<file path="src/rtl/pll_rstgen_pkg.sv">
// Shared types and helpers for the PLL lock supervisor / reset sequencer.
package pll_rstgen_pkg;

  // Supervisor states, in normal start-up order.
  typedef enum logic [2:0] {
    ST_PWRDN     = 3'd0,
    ST_WAIT_LOCK = 3'd1,
    ST_FILTER    = 3'd2,
    ST_RELEASE   = 3'd3,
    ST_RUN       = 3'd4
  } state_e;

  // Width of the retry counter and its saturation value.
  localparam int                RETRY_W   = 8;
  localparam logic [RETRY_W-1:0] RETRY_MAX = 8'hFF;

  // Counter width able to hold max_count without wrapping.
  function automatic int cnt_width(input int max_count);
    return $clog2(max_count) + 1;
  endfunction

  // Larger of two integers, used when sizing the shared counter.
  function automatic int max_int(input int a, input int b);
    return (a > b) ? a : b;
  endfunction

endpackage

</file>
<file path="src/rtl/pll_lock_rstgen_if.sv">
// Signal bundle between the PLL supervisor and its surroundings.
// master: the supervisor itself; slave: the PLL wrapper / reset consumers.
interface pll_lock_rstgen_if
  import pll_rstgen_pkg::*;
#(
  parameter int NUM_DOMAINS = 3
) ();

  logic                   lock_i;
  logic                   clr_status_i;
  logic                   pll_pwrdn_n_o;
  logic [NUM_DOMAINS-1:0] dom_rst_n_o;
  logic                   locked_o;
  logic                   lock_lost_o;
  logic [RETRY_W-1:0]     retry_cnt_o;

  modport master (
    input  lock_i,
    input  clr_status_i,
    output pll_pwrdn_n_o,
    output dom_rst_n_o,
    output locked_o,
    output lock_lost_o,
    output retry_cnt_o
  );

  modport slave (
    output lock_i,
    output clr_status_i,
    input  pll_pwrdn_n_o,
    input  dom_rst_n_o,
    input  locked_o,
    input  lock_lost_o,
    input  retry_cnt_o
  );

endinterface

</file>
<file path="src/rtl/pll_rstgen_sync.sv">
// Two-flop synchronizer with asynchronous active-low reset to 0.
module pll_rstgen_sync (
  input  logic clk_i,
  input  logic rst_n_i,
  input  logic d_i,
  output logic q_o
);

  logic meta_r;
  logic sync_r;

  // Capture the asynchronous input and let the first stage settle.
  always_ff @(posedge clk_i or negedge rst_n_i) begin
    if (!rst_n_i) begin
      meta_r <= 1'b0;
      sync_r <= 1'b0;
    end else begin
      meta_r <= d_i;
      sync_r <= meta_r;
    end
  end

  assign q_o = sync_r;

endmodule

</file>
<file path="src/rtl/pll_lock_rstgen.sv">
// PLL supervisor and staggered reset sequencer on the crystal clock.
// Powers the PLL down, waits for lock (retrying on timeout), optionally
// filters the lock for stability, then releases one reset per domain.
// Optional feature macro: PLL_RSTGEN_LOCK_FILTER_EN (adds the FILTER state).
module pll_lock_rstgen
  import pll_rstgen_pkg::*;
#(
  parameter int NUM_DOMAINS  = 3,
  parameter int PWRDN_CYCLES = 64,
  parameter int LOCK_TIMEOUT = 65536,
  parameter int STAGGER      = 16,
  parameter int LOCK_STABLE  = 256
) (
  input logic               clk_i,
  input logic               rst_n_i,
  pll_lock_rstgen_if.master bus
);

  localparam int REL_CYCLES = STAGGER * NUM_DOMAINS;
`ifdef PLL_RSTGEN_LOCK_FILTER_EN
  localparam int STABLE_MAX = LOCK_STABLE;
`else
  // Without the filter the stability length has no influence on the counter.
  localparam int STABLE_MAX = (LOCK_STABLE > 0) ? 1 : 1;
`endif
  localparam int CNT_MAX = max_int(max_int(PWRDN_CYCLES, LOCK_TIMEOUT),
                                   max_int(REL_CYCLES, STABLE_MAX));
  localparam int CNT_W   = cnt_width(CNT_MAX);

  localparam logic [CNT_W-1:0] CNT_ZERO     = {CNT_W{1'b0}};
  localparam logic [CNT_W-1:0] CNT_ONE      = CNT_W'(1);
  localparam logic [CNT_W-1:0] PWRDN_LAST   = CNT_W'(PWRDN_CYCLES - 1);
  localparam logic [CNT_W-1:0] TIMEOUT_LAST = CNT_W'(LOCK_TIMEOUT - 1);
`ifdef PLL_RSTGEN_LOCK_FILTER_EN
  localparam logic [CNT_W-1:0] STABLE_LAST  = CNT_W'(LOCK_STABLE - 1);
`endif

  logic                   lk_s;
  state_e                 state_r;
  state_e                 state_nxt_s;
  logic [CNT_W-1:0]       cnt_r;
  logic [CNT_W-1:0]       cnt_nxt_s;
  logic [NUM_DOMAINS-1:0] rel_hit_s;
  logic                   rel_last_s;
  logic [NUM_DOMAINS-1:0] dom_r;
  logic [NUM_DOMAINS-1:0] dom_nxt_s;
  logic                   retry_inc_s;
  logic                   lost_set_s;
  logic                   pwrdn_n_r;
  logic                   locked_r;
  logic                   lost_r;
  logic [RETRY_W-1:0]     retry_r;

  pll_rstgen_sync u_lock_sync (
    .clk_i   (clk_i),
    .rst_n_i (rst_n_i),
    .d_i     (bus.lock_i),
    .q_o     (lk_s)
  );

  // Decode which domain bit is due for release at the current count.
  always_comb begin
    rel_hit_s = '0;
    for (int k = 0; k < NUM_DOMAINS; k++) begin
      if (cnt_r == CNT_W'(STAGGER * (k + 1) - 1)) begin
        rel_hit_s[k] = 1'b1;
      end else begin
        rel_hit_s[k] = 1'b0;
      end
    end
  end

  assign rel_last_s = rel_hit_s[NUM_DOMAINS-1];

  // Next state, shared counter and domain reset pattern.
  always_comb begin
    state_nxt_s = state_r;
    cnt_nxt_s   = cnt_r;
    dom_nxt_s   = dom_r;
    retry_inc_s = 1'b0;
    lost_set_s  = 1'b0;
    case (state_r)
      ST_PWRDN: begin
        dom_nxt_s = '0;
        if (cnt_r == PWRDN_LAST) begin
          state_nxt_s = ST_WAIT_LOCK;
          cnt_nxt_s   = CNT_ZERO;
        end else begin
          cnt_nxt_s = cnt_r + CNT_ONE;
        end
      end
      ST_WAIT_LOCK: begin
        dom_nxt_s = '0;
        if (lk_s) begin
`ifdef PLL_RSTGEN_LOCK_FILTER_EN
          state_nxt_s = ST_FILTER;
`else
          state_nxt_s = ST_RELEASE;
`endif
          cnt_nxt_s = CNT_ZERO;
        end else if (cnt_r == TIMEOUT_LAST) begin
          // Lock never came: power-cycle the PLL and count the retry.
          state_nxt_s = ST_PWRDN;
          cnt_nxt_s   = CNT_ZERO;
          retry_inc_s = 1'b1;
        end else begin
          cnt_nxt_s = cnt_r + CNT_ONE;
        end
      end
`ifdef PLL_RSTGEN_LOCK_FILTER_EN
      ST_FILTER: begin
        dom_nxt_s = '0;
        if (!lk_s) begin
          // Lock dropped before it was stable: restart the timeout window.
          state_nxt_s = ST_WAIT_LOCK;
          cnt_nxt_s   = CNT_ZERO;
        end else if (cnt_r == STABLE_LAST) begin
          state_nxt_s = ST_RELEASE;
          cnt_nxt_s   = CNT_ZERO;
        end else begin
          cnt_nxt_s = cnt_r + CNT_ONE;
        end
      end
`endif
      ST_RELEASE: begin
        if (!lk_s) begin
          // Lock loss wins over a release due in the same cycle.
          state_nxt_s = ST_WAIT_LOCK;
          cnt_nxt_s   = CNT_ZERO;
          dom_nxt_s   = '0;
          lost_set_s  = 1'b1;
        end else begin
          dom_nxt_s = dom_r | rel_hit_s;
          if (rel_last_s) begin
            state_nxt_s = ST_RUN;
            cnt_nxt_s   = CNT_ZERO;
          end else begin
            cnt_nxt_s = cnt_r + CNT_ONE;
          end
        end
      end
      ST_RUN: begin
        if (!lk_s) begin
          // The PLL stays powered; only the domains go back into reset.
          state_nxt_s = ST_WAIT_LOCK;
          cnt_nxt_s   = CNT_ZERO;
          dom_nxt_s   = '0;
          lost_set_s  = 1'b1;
        end else begin
          dom_nxt_s = dom_r;
        end
      end
      default: begin
        state_nxt_s = ST_PWRDN;
        cnt_nxt_s   = CNT_ZERO;
        dom_nxt_s   = '0;
      end
    endcase
  end

  // State and counter registers.
  always_ff @(posedge clk_i or negedge rst_n_i) begin
    if (!rst_n_i) begin
      state_r <= ST_PWRDN;
      cnt_r   <= CNT_ZERO;
    end else begin
      state_r <= state_nxt_s;
      cnt_r   <= cnt_nxt_s;
    end
  end

  // Control outputs registered from the next state so they align with it.
  always_ff @(posedge clk_i or negedge rst_n_i) begin
    if (!rst_n_i) begin
      pwrdn_n_r <= 1'b0;
      dom_r     <= '0;
      locked_r  <= 1'b0;
    end else begin
      pwrdn_n_r <= (state_nxt_s != ST_PWRDN);
      dom_r     <= dom_nxt_s;
      locked_r  <= (state_nxt_s == ST_RUN);
    end
  end

  // Sticky status: clear has priority over a same-cycle set or increment.
  always_ff @(posedge clk_i or negedge rst_n_i) begin
    if (!rst_n_i) begin
      lost_r  <= 1'b0;
      retry_r <= {RETRY_W{1'b0}};
    end else if (bus.clr_status_i) begin
      lost_r  <= 1'b0;
      retry_r <= {RETRY_W{1'b0}};
    end else begin
      if (lost_set_s) begin
        lost_r <= 1'b1;
      end
      if (retry_inc_s && (retry_r != RETRY_MAX)) begin
        retry_r <= retry_r + RETRY_W'(1);
      end
    end
  end

  assign bus.pll_pwrdn_n_o = pwrdn_n_r;
  assign bus.dom_rst_n_o   = dom_r;
  assign bus.locked_o      = locked_r;
  assign bus.lock_lost_o   = lost_r;
  assign bus.retry_cnt_o   = retry_r;

endmodule

</file>
<file path="src/flat_wrapper.sv">
// flat-port wrapper written by rule: the top's interface ports become plain ports
module pll_lock_rstgen_flat import pll_rstgen_pkg::*;
#(
  parameter int NUM_DOMAINS  = 3,
  parameter int PWRDN_CYCLES = 64,
  parameter int LOCK_TIMEOUT = 65536,
  parameter int STAGGER      = 16,
  parameter int LOCK_STABLE  = 256
)
  (clk_i, rst_n_i, bus_lock_i, bus_clr_status_i, bus_pll_pwrdn_n_o, bus_dom_rst_n_o, bus_locked_o, bus_lock_lost_o, bus_retry_cnt_o);
  pll_lock_rstgen_if #(.NUM_DOMAINS(NUM_DOMAINS)) bus_i ();
  input logic clk_i;
  input logic rst_n_i;
  input wire logic [$bits(bus_i.lock_i)-1:0] bus_lock_i;
  input wire logic [$bits(bus_i.clr_status_i)-1:0] bus_clr_status_i;
  output wire logic [$bits(bus_i.pll_pwrdn_n_o)-1:0] bus_pll_pwrdn_n_o;
  output wire logic [$bits(bus_i.dom_rst_n_o)-1:0] bus_dom_rst_n_o;
  output wire logic [$bits(bus_i.locked_o)-1:0] bus_locked_o;
  output wire logic [$bits(bus_i.lock_lost_o)-1:0] bus_lock_lost_o;
  output wire logic [$bits(bus_i.retry_cnt_o)-1:0] bus_retry_cnt_o;
  assign bus_i.lock_i = bus_lock_i;
  assign bus_i.clr_status_i = bus_clr_status_i;
  assign bus_pll_pwrdn_n_o = bus_i.pll_pwrdn_n_o;
  assign bus_dom_rst_n_o = bus_i.dom_rst_n_o;
  assign bus_locked_o = bus_i.locked_o;
  assign bus_lock_lost_o = bus_i.lock_lost_o;
  assign bus_retry_cnt_o = bus_i.retry_cnt_o;
  pll_lock_rstgen #(.NUM_DOMAINS(NUM_DOMAINS), .PWRDN_CYCLES(PWRDN_CYCLES), .LOCK_TIMEOUT(LOCK_TIMEOUT), .STAGGER(STAGGER), .LOCK_STABLE(LOCK_STABLE)) u_core (.clk_i(clk_i), .rst_n_i(rst_n_i), .bus(bus_i));
endmodule
</file>
<file path="config.mk">
export PLATFORM = sky130hd
export DESIGN_NAME = pll_lock_rstgen_flat
export DESIGN_NICKNAME = d
export VERILOG_FILES = /design/src/rtl/pll_rstgen_pkg.sv /design/src/rtl/pll_lock_rstgen_if.sv /design/src/rtl/pll_rstgen_sync.sv /design/src/rtl/pll_lock_rstgen.sv /design/src/flat_wrapper.sv
export SDC_FILE = /design/constraint.sdc
export NUM_CORES = 1
export LEC_CHECK = 0
export ABC_AREA = 1
export BUFFER_PORTS_ARGS = -buffer_cell sky130_fd_sc_hd__buf_2
export CORE_MARGIN = 5
export CORE_UTILIZATION = 54
export DETAILED_ROUTE_END_ITERATION = 7
export PLACE_DENSITY = 0.73
export SYNTH_ARGS = -nofsm -noshare
export SYNTH_HDL_FRONTEND = slang
export SYNTH_SLANG_ARGS = --single-unit
</file>
<file path="constraint.sdc">
create_clock -name clk_i -period 4.2 [get_ports clk_i]
set_input_delay 0.42 -clock clk_i [delete_from_list [all_inputs] [get_ports clk_i]]
set_output_delay 0.42 -clock clk_i [all_outputs]
set_load 0.01 [all_outputs]
</file>
# Word level (Yosys, flattened, before mapping)
# Index checks and enable logic that the tools add are counted.
# word_totals
ff_bits,36
out_inout_bits,14
# classes
addsub,2
n_eq_ne,11
n_mux,29
bitwise,1
n_reduce_logical,6
# ops
operator,n
$mux W17,6
$pmux W17 S4,1
$eq A17 B6 Y1 const B,2
$mux W3,8
$add A17 B1 Y17 const B,1
$eq A17 B16 Y1 const B,1
$eq A17 B4 Y1 const B,1
$eq A17 B5 Y1 const B,1
$mux W8,2
$pmux W3 S4,1
$mux W1,10
$add A8 B1 Y8 const B,1
$ne A8 B8 Y1 const B,1
$eq A3 B3 Y1 const B,2
$pmux W3 S2,1
$reduce_bool A2 Y1,2
$eq A3 B1 Y1 const B,1
$eq A3 B2 Y1 const B,1
$logic_not A3 Y1,1
$or A3 B3 Y3,1
$reduce_bool A3 Y1,1
$ne A2 B2 Y1 const B,1
$reduce_or A2 Y1,1
$logic_and A1 B1 Y1,1

# Longest topological paths before layout
# logic_depth
word_depth,7
ltp_mapped,13
mapped_depth_nobuf,13

# Modules after synthesis
# From an unflattened synthesis, not the netlist that was laid out.
# hier_totals
cells_unflattened,313
hier_area_um2,2343.5
# modules_own_cells
mod,instances,cells_each,area_each_um2
pll_lock_rstgen,1,311,2293.4
pll_rstgen_sync,1,2,50.0

# Least setup slack after synthesis
# No wires, ideal clock.
# synth_timing
path_kind,reg2reg
startpoint,register u_core.cnt_r[0]
endpoint,register u_core.retry_r[5] (netlist: u_core.bus.retry_cnt_o[5])
setup_time_ns,0.121
t_arrival_ns,2.040
required_time_ns,4.079
setup_slack_ns,2.039
stages_incl_launch_ff,14
path_buffers,0
path_cell_list,dfrtp_1 > ha_1 > nand2_2 > nor2_4 > nand3_1 > nor3_1 > nand2_1 > inv_1 > ha_1 > nand3_1 > o21ai_2 > inv_2 > nand2_1 > o21ai_1
# synth_via
elab_chain_len,6
# synth_rtl
item,line_no,text
"start, declared",pll_lock_rstgen.sv:41,logic [CNT_W-1:0] cnt_r;
"start signal, assigned",pll_lock_rstgen.sv:168,cnt_r <= cnt_nxt_s;
$eq A17 B16 Y1,pll_lock_rstgen.sv:101,end else if (cnt_r == TIMEOUT_LAST) begin
$mux W1,pll_lock_rstgen.sv:101,
$mux W1,pll_lock_rstgen.sv:94,if (lk_s) begin
$mux W1,pll_lock_rstgen.sv:82,case (state_r)
$logic_and A1 B1 Y1,pll_lock_rstgen.sv:197,if (retry_inc_s && (retry_r != RETRY_MAX)) begin
$reduce_bool A2 Y1 (no line),-,
"end signal, assigned",pll_lock_rstgen.sv:189,retry_r <= {RETRY_W{1'b0}};
"end signal, assigned",pll_lock_rstgen.sv:192,retry_r <= {RETRY_W{1'b0}};
"end signal, assigned",pll_lock_rstgen.sv:198,retry_r <= retry_r + RETRY_W'(1);
"end, declared",pll_lock_rstgen.sv:52,logic [RETRY_W-1:0] retry_r;
# No other way between the ends.
# A chain may end at the register's enable or synchronous reset.

# Final worst setup path
# Ends and elaborated chain as after synthesis.

==> summary by stage <==
Outcome
The flow ran to the end, and the final reports show no timing, DRC or antenna violations.

Drt
The count of nets left with antenna violations once routing finished came out at 0. The count of vias placed by the detailed router is between 2000 and 2500. The routed length per instance is about 13 um. After detailed routing, the number of vias per cell comes to around 5.3.

The first TritonRoute pass finished after 4 iterations. The number of DRC markers in iteration 0 is between 150 and 200. The number of remaining DRC errors is 0. The overall routed net length is 5.02 mm.

Yosys
The most used flip-flop cell after synthesis is dfrtp_1. The synthesized-area fraction occupied by and/or/nand/nor cells is between 40% and 50%. Averaged over all synthesized cells, the footprint is between 7 and 8 um^2.

The sequential area share after synthesis is about 40%. By area, the combinational part of the netlist is dominated by simple AND/OR/NAND/NOR gates. The post-synthesis compound-gate area fraction is under 10%.

The portion of netlist area occupied by mux cells is 0%. By area the synthesized netlist is led by dfrtp_1, nand2_1, nand3_1, nand4_1, inv_1. The area share of fa/ha/maj cells after synthesis is 2.20%.

The share of Yosys cell area claimed by the top area cell type is about two fifths. The Yosys step of the flow raised 0 warnings. Summing the areas of all xor and xnor instances in the mapped netlist gives 3.47% of the synthesized area. The number of nets in the synthesized netlist is about 330. The cell count after synthesis is about 320. The mapped netlist covers approximately 0.0023 mm^2.

The netlist uses 29 different library cells. Summed over all instances, the cell type with the most area after synthesis is dfrtp_1. The count of flip-flops with a built-in enable after synthesis is 0. The flop and latch count out of synthesis is 36. In the synthesized netlist the async set-or-reset flop fraction comes to 100%.

Worst setup path
STA classifies the critical path startpoint as a flip-flop. The kind of end point of the critical path is a flip-flop. Data arrives at the worst endpoint at roughly 2700 ps.

Walking the worst path, the cells encountered are ha_1, nand2_2, nor2_4, nand3_1, nor3_1, nand2_1, inv_1, ha_1, nand3_1, o21ai_2, inv_2, nand2_1, o21ai_1. Among cell families on the critical path, the largest total delay comes from simple AND/OR/NAND/NOR gates. The critical path contains buffers and inverters numbering 2 combined.

The cell at the slowest stage of the critical path is dfrtp_1. The worst setup path is of the reg -> reg kind. The largest single stage delay on the critical path is ~370 ps.

In this run the worst path has a maximum fanout of 8. The slack of the worst reg-to-reg path is 1680 ps. The endpoint required time on the critical path is 4390 ps.

Timing
Timing would allow up to 0.397 GHz. The number of failing setup endpoints in the final timing report is 0. The ratio of final minimum period to clock period is around 60%.

The count of final max-slew check failures was 0. In the final timing run, aggregate negative setup slack is 0 ps. The setup slack of the critical path after layout is approximately 1700 ps.

For the pin with the worst max-slew slack, the measured transition is 833 ps. The hold violation count in the final report is 0. The worst setup skew after layout is approximately 4.1 ps. Setup repair after global routing left no endpoint under its margin. The headroom to the max-slew limit is 44.3%. The clock period could shrink to 2520 ps.

Clock tree
The number of sinks driven by the clock tree is 36. After clock tree synthesis, the clock-pin slew on the worst setup and hold paths is 80 ps. The number of buffers on the longest clock path is 2.

After clock tree synthesis, the flow added hold-fix buffers numbering 0. The TritonCTS buffer count is 5. The tree is rooted in a clkbuf_8.

The clock latency of the later-clocked register in the worst-skew pair is roughly 300 ps. TritonCTS built the clock tree. The clock tree synthesis step divided the H-tree into 2 levels. Buffers added to address setup during post-CTS repair amount to 0. Gates resized during post-CTS repair numbered 0.

Global route
The pin count of the biggest net entering global routing is 37. The first-pass GRT wire length is approximately 8.6 mm. The total routing usage reported by global routing is 20.2%. The via count of the first global-routing pass is about 1900. The number of antenna violations at the first check in global routing came to 0. The global-route congestion overflow total is 0.

Power
The final total power is around 690 uW. Dividing total power by cell area gives a power density of 279 mW/mm^2. IR analysis of the VDD net gives a maximum drop of 0.203 mV. The analysis attributes to cell leakage a power of between 0.001 and 0.0015 uW.

Cells and area
Leaving out fill and tap cells, the most frequent cell in the layout is nand2_1. The final instance area is approximately 0.0025 mm^2. The repair_antennas step left the layout with diodes totalling 0. The top cell types in the final layout, fill and taps aside, are nand2_1, inv_1, dfrtp_1. Of the cells placed in the final design, the portion with a size suffix greater than 1 is roughly an eighth. Relative to the synthesized area, the layout overhead comes to 9.69%.

The net count of the finished layout is between 300 and 400.

Floorplan
The die outline area is between 0.005 and 0.006 mm^2. The floorplan step defined a core boundary enclosing 0.00403 mm^2. For this configuration, the core starts out at a cell density of a little under three fifths. The number of top-level design ports is 18. The placement row count is 23. The chip height is approximately 75 um.

Measured along the x axis, the die boundary spans 74.9 um.

Placement
Before CTS, the worst setup slack after placement is between 1500 and 2000 ps. The final RePlAce weighted congestion is about 0.94. Once detailed placement completed, the half-perimeter wirelength came to around 3.6 mm.

Input and output buffers added on the ports amount to 17. The cell area reported after detailed placement is 0.00238 mm^2.

Hold path
The tightest min-delay check is of the in -> async type.

Job
The number of max-cap violations is 0.
-- cell usage after synthesis (2+ instances only) --
library cell / instances
xor2_1: 9
buf_4: 3
inv_2: 4
inv_1: 40
nand3b_1: 2
o21a_1: 2
nor3_1: 6
nor2_4: 3
nor3_2: 2
nor2_2: 2
dfrtp_1: 36
nand2_2: 3
o21ai_0: 7
nand4_1: 25
nor2_1: 32
clkbuf_1: 3
ha_1: 4
nand3_1: 32
a21oi_1: 3
nand2_1: 90
-- worst paths after layout --
check	start	end	depth (start not counted)
max	u_core.cnt_r[0]$_DFFE_PN0P_	u_core.bus.retry_cnt_o[5]$_DFFE_PN0P_	13
min	rst_n_i	u_core.cnt_r[13]$_DFFE_PN0P_	1
max reg2reg	u_core.cnt_r[0]$_DFFE_PN0P_	u_core.bus.retry_cnt_o[5]$_DFFE_PN0P_	13
min reg2reg	u_core.u_lock_sync.meta_r$_DFF_PN0_	u_core.u_lock_sync.q_o$_DFF_PN0_	0
max in group asynchronous	rst_n_i	u_core.bus.retry_cnt_o[6]$_DFFE_PN0P_	1
min in group clk_i	bus_lock_i	u_core.u_lock_sync.meta_r$_DFF_PN0_	1
-- stage by stage --
stage	utilization (%)	std cells	hold slack, ps
after floorplan	-	317	124
after global placement	59.1	377	332
after detailed placement	59.1	377	350
after CTS	61.9	385	223
after global routing	61.9	385	218
final	61.9	385	197
-- per-layer routing --
layer | track usage, % | routed length [um]
met1 | 26.6 | 2340
met2 | 31.0 | 2270
met3 | 4.27 | 308
met4 | 10.7 | 99
met5 | 0 | 0
-- worst reg2reg max path: stages, from the launching register on --
cell,delay (ps)
dfrtp_1,370
ha_1,200
nand2_2,100
nor2_4,170
nand3_1,170
nor3_1,270
nand2_1,120
inv_1,70
ha_1,210
nand3_1,130
o21ai_2,360
inv_2,120
nand2_1,70
o21ai_1,50
-- state kept, by name, summed over array words and instances (netlist names) --
signal,cells
u_core.cnt_r,17
u_core.u_lock_sync.q_o,1
u_core.bus.retry_cnt_o,8
u_core.bus.pll_pwrdn_n_o,1
u_core.state_r,3
u_core.bus.dom_rst_n_o,3
u_core.u_lock_sync.meta_r,1
u_core.bus.lock_lost_o,1
u_core.bus.locked_o,1
-- cell families after synthesis --
group | after synthesis
flops | 36
simple gates | 201
fa+ha+maj | 4
xor+xnor | 9
buf+inv | 51
compound gates | 16
-- cell type report --
| class | count | area, um^2 |
|---|---|---|
| repair buffers | 17 | 85.1 |
| clock buffers | 5 | 68.8 |
| inverters | 44 | 165 |
| fillers | 380 | 1540 |
| clock inverters | 3 | 42.5 |
| well taps | 50 | 62.6 |
| flip-flops and latches | 36 | 901 |
| multi-input cells | 230 | 1170 |
-- report_power, final --
part / internal, uW / switching [uW]
Combinational: 7.15 / 19.0
Clock: 176 / 135
Sequential: 351 / 6.88
Note: power is estimated with default switching activity, not from simulation.
